--- src/rtl/config_register.sv ---
// config_register: holds the operating-mode word for the DSP accelerator
// datapath. It loads config_in on every rising edge with write_enable high.
// It also raises config_updated for the cycle that follows each accepted write.
module config_register #(
    parameter int unsigned      WIDTH       = 5,
    parameter logic [WIDTH-1:0] RESET_VALUE = '0
) (
    input  logic             clk,
    input  logic             reset,          // synchronous, active-low
    input  logic             write_enable,
    input  logic [WIDTH-1:0] config_in,
    output logic [WIDTH-1:0] config_mode,
    output logic             config_updated
);

    logic [WIDTH-1:0] mode_q, mode_d;
    logic             updated_q, updated_d;

    // Next-state: a write loads the word verbatim and arms the strobe; the strobe drops otherwise.
    always_comb begin
        mode_d    = mode_q;
        updated_d = 1'b0;
        if (write_enable) begin
            mode_d    = config_in;
            updated_d = 1'b1;
        end
    end

    // State register; reset takes priority over a simultaneous write.
    always_ff @(posedge clk) begin
        if (!reset) begin
            mode_q    <= RESET_VALUE;
            updated_q <= 1'b0;
        end else begin
            mode_q    <= mode_d;
            updated_q <= updated_d;
        end
    end

    assign config_mode    = mode_q;
    assign config_updated = updated_q;

endmodule

--- config.mk ---
export PLATFORM = sky130hd
export DESIGN_NAME = config_register
export DESIGN_NICKNAME = d
export VERILOG_FILES = /design/src/rtl/config_register.sv
export SDC_FILE = /design/constraint.sdc
export NUM_CORES = 1
export LEC_CHECK = 0
export ABC_AREA = 1
export CAP_MARGIN = 20
export CORE_AREA = 2 2 39 41
export CTS_BUF_LIST = sky130_fd_sc_hd__clkbuf_8
export DETAILED_ROUTE_END_ITERATION = 10
export DIE_AREA = 0 0 41 43
export PLACE_DENSITY = 0.52
export SLEW_MARGIN = 20
export SYNTH_ARGS = -nofsm -noshare
export SYNTH_HDL_FRONTEND = slang
export SYNTH_SLANG_ARGS = --single-unit
--- constraint.sdc ---
create_clock -name clk -period 0.8 [get_ports clk]
set_input_delay 0.2 -clock clk [delete_from_list [all_inputs] [get_ports clk]]
set_output_delay 0.2 -clock clk [all_outputs]
set_load 0.05 [all_outputs]
; ---- Word level (Yosys, flattened, before mapping)
; Cells that the tools add are included.
[word_totals]
reg_bits = 6
input_bits = 8
word_cells = 3
[op_classes]
muxes = 1
[ops]
columns = cell, count
row1 = $mux 1, 1

; ---- Logic depth before layout (Yosys ltp)
; Gate-level depths: netlist (run 1).
[logic_depth]
depth_word = 1
depth_mapped = 4

; ---- Least setup slack after synthesis (run 1)
; OpenSTA, ideal clock, no wires.
[synth_timing]
kind = flip-flop to flip-flop
start = register, netlist name config_mode[0]
end = register mode_q[0], in the netlist config_mode[0]
setup_time_ns = 0.062
arrival_ns = 0.802
slack_ns = -0.064
path_stages_with_launch = 3
path_buffers = 0
period_less_slack_ns = 0.864
path_cell_list = dfxtp_1 > nor2_1 > nor2_2
[synth_lines]
columns = element, line
row1 = end signal: assignment, 35  ; mode_q <= mode_d;
row2 = end: declaration, 16  ; logic [WIDTH-1:0] mode_q, mode_d;

; ---- Worst setup path after layout (run 1)
[layout_timing]
start = register mode_q[0], in the netlist config_mode[0]
end = output config_mode[0]
[layout_lines]
columns = element, line
row1 = end: declaration, 12  ; output logic [WIDTH-1:0] config_mode,
; No word-level cell between the ends.

==> results of run 1 <==
## metal layers
metal	wire, µm	global-route usage	share of wire
met5	0	0	0
met4	0	0.100	0
met3	24	0.0314	0.046
met2	266	0.0844	0.51
met1	229	0.0839	0.44
## layout by cell type, fill, tap and decap left out
cell                               n
sky130_fd_sc_hd__clkbuf_8          3
sky130_fd_sc_hd__dfxtp_2           6
sky130_fd_sc_hd__buf_12            6
sky130_fd_sc_hd__nand2_1          10
sky130_fd_sc_hd__buf_6             1
sky130_fd_sc_hd__nor2_2            4
sky130_fd_sc_hd__dlygate4sd2_1     2
sky130_fd_sc_hd__clkdlybuf4s50_1   5
sky130_fd_sc_hd__nand2_2           1
sky130_fd_sc_hd__inv_1             6
sky130_fd_sc_hd__buf_4             1
sky130_fd_sc_hd__nor2_1            6
## metrics by stage
step            util  std cells  setup WS, ps
6_report       0.368         67          -103
5_1_grt        0.368         67          -120
4_1_cts        0.368         67          -111
3_5_place_dp   0.331         63          -304
3_3_place_gp   0.331         63          -302
2_1_floorplan      -         34          12.7
## synth_stat cells
cell type	count	area (µm²)
sky130_fd_sc_hd__buf_6	1	11.3
sky130_fd_sc_hd__dfxtp_1	6	120
sky130_fd_sc_hd__inv_1	6	22.5
sky130_fd_sc_hd__nand2_1	10	37.5
sky130_fd_sc_hd__nand2_2	1	6.26
sky130_fd_sc_hd__nor2_1	6	22.5
sky130_fd_sc_hd__nor2_2	4	25.0
## cells by family after synthesis
family                 after synthesis  share of synthesized area
and+or+nand+nor                     21                      0.372
DFF                                  6                      0.490
buffers and inverters                7                      0.138
## repair_timing
action	CTS	global route
gates resized for setup	5	0
setup endpoints to repair	11	6
cloned	1	0
## registers in the layout, indices dropped and copies added, names as in the netlist
| name | count |
|---|---|
| config_mode | 5 |
| config_updated | 1 |
## worst paths after layout
path                   from              to  slack (ps)  depth (start not counted)
max reg2reg  config_mode[3]  config_mode[3]         210                          2
min                   reset  config_updated         440                          3
max          config_mode[0]  config_mode[0]        -100                          1
min reg2reg  config_mode[2]  config_mode[2]         510                          2
## area by class of cell
| type | instances | share of cell area |
|---|---|---|
| well taps | 16 | 0.0393 |
| flip-flops and latches | 6 | 0.251 |
| repair buffers | 15 | 0.405 |
| multi-input cells | 21 | 0.179 |
| clock buffers | 3 | 0.0811 |
| inverters | 6 | 0.0442 |
## report_power, final
group	switching (mW)	leakage (nW)	internal, mW	total [mW]
Sequential	0.0198	0.0516	0.326	0.346
Combinational	0.118	0.177	0.126	0.243
Clock	0.121	0.0216	0.322	0.443
==> reports/qor.log, run 1 <==
[status] outcome finished with violations
[status] violations in the final reports setup timing
[grt] vias in the first global route 197
[sta] final setup slack of the worst path -103 ps
[sta] Final Skew 0 ps
[die] height of the die 43 µm
[routing] Via density 3.49
[place] placed cell area 458 µm²
[layout] fraction of layout instances using a drive strength above 1 0.431
[clocking] Root Buffer sky130_fd_sc_hd__clkbuf_8
[worst_setup_path] cell with the largest stage delay on the worst path sky130_fd_sc_hd__dfxtp_2
[worst_setup_path] Worst Path Max Fanout 2
[synth] Yosys warnings 0
[grt] initial antenna violation count 0
[synth] syn avg cell area 7.21 µm²
[sta] final period utilization 1.13
[place] buffers added on ports 13
[power_and_ir_drop] leakage power figure 0.250 nW
[flow_run] max-cap viol count 0
[sta] number of setup violations in the final report 6
[clocking] clock-pin slew of the registers on the worst-case setup and hold paths 30 ps
[routing] Routed WL per cell 7.78 µm
[grt] first-pass GRT wire length 779 µm
[sta] post-route worst hold slack 436 ps
[worst_setup_path] Critical Path, Cell by Cell buf_12
[worst_setup_path] maximum cell stage delay along the critical path 340 ps
[sta] final critical delay including setup and external delays 903 ps
[grt] pin count of the biggest net entering global routing 7
[clocking] cts bufs inserted 3
[synth] number of synthesized register bits 6
[clocking] insertion delay to the later sink of the worst-skew pair 220 ps
[place] Detailed Place HPWL 364 µm
[sta] accumulated negative setup slack -558 ps
[worst_setup_path] number of buffers and inverters on the critical path 1
[die] initial standard-cell utilization of the core 0.177
[synth] synth unique cells 7
[layout] post-route cell area 509 µm²
[grt] all-layer global routing usage 0.0744
[sta] final-report hold violation count 0
[clocking] maximum clock insertion buffer count 2
[die] DIE WIDTH 41 µm
[worst_setup_path] critical path class reg -> out
[sta] setup repair after global routing missed its margin true
[worst_setup_path] category of cells accounting for the largest share of critical-path delay flip-flops
[place] placer congestion estimate 0.551
[die] die area 1760 µm²
[power_and_ir_drop] Tot Pwr 1.03 mW
[routing] final wirelength 521 µm
[synth] sequential-to-total area share from yosys stat 0.490
[die] core region area 1380 µm²
[die] number of primary I/O pins 14
[layout] area used by multi-input combinational logic 91.3 µm²
[routing] DRC violation count after routing 0
[layout] diodes inserted 0
[sta] max-slew headroom at the worst pin 0.858
[clocking] hold bufs inserted after CTS 0
[sta] Worst Tran Pin Value 213 ps
[clocking] number of clock sinks 6
[layout] Area growth, synth to finish 108%
[clocking] H-tree depth 1
[grt] overflow left after global routing 0
[layout] fill cell count 142
[clocking] CTS tree yes
[routing] TritonRoute pass-1 iters 2
[die] row count 14
[layout] number of nets in the final layout 61
[power_and_ir_drop] largest vdd supply drop 0.000871 V
[routing] residual antenna-violating net count after detailed routing 0
[routing] number of DRC markers in iteration 0 1
[worst_setup_path] critical path required time 600 ps
[hold_path] kind of path behind the tightest hold check in -> reg
[layout] Sequential cell area 128 µm²
[routing] total vias in the final route 234
[synth] Synth Cell Area 245 µm²
[synth] syn nets 42
[worst_setup_path] nature of the critical path startpoint flip-flop
[power_and_ir_drop] pwr/cell area 2030 nW/µm²
[sta] Final Max Tran Viols 0
[worst_setup_path] WP data arrival 700 ps
[synth] number of standard cells after synthesis 34
[sta] Max Freq 1110 MHz
[worst_setup_path] endpoint class of the critical path output port
[clocking] post-CTS setup buffers 0
(Power assumes the default switching activity.)
==> run 2, diff against run 1 <==
--- a/config.mk
+++ b/config.mk
@@ -9,8 +9,10 @@
 export CAP_MARGIN = 20
 export CORE_AREA = 2 2 39 41
 export CTS_BUF_LIST = sky130_fd_sc_hd__clkbuf_8
+export CTS_CLUSTER_SIZE = 25
 export DETAILED_ROUTE_END_ITERATION = 10
 export DIE_AREA = 0 0 41 43
+export MAX_ROUTING_LAYER = met4
 export PLACE_DENSITY = 0.52
 export SLEW_MARGIN = 20
 export SYNTH_ARGS = -nofsm -noshare
==> results of run 2 <==
Final layout, timing and power as in run 1 (identical DEF).
Main changes from that run: final weighted congestion in routability-driven placement 0.551 -> 0.553; overall routing resource usage 0.0744 -> 0.0762
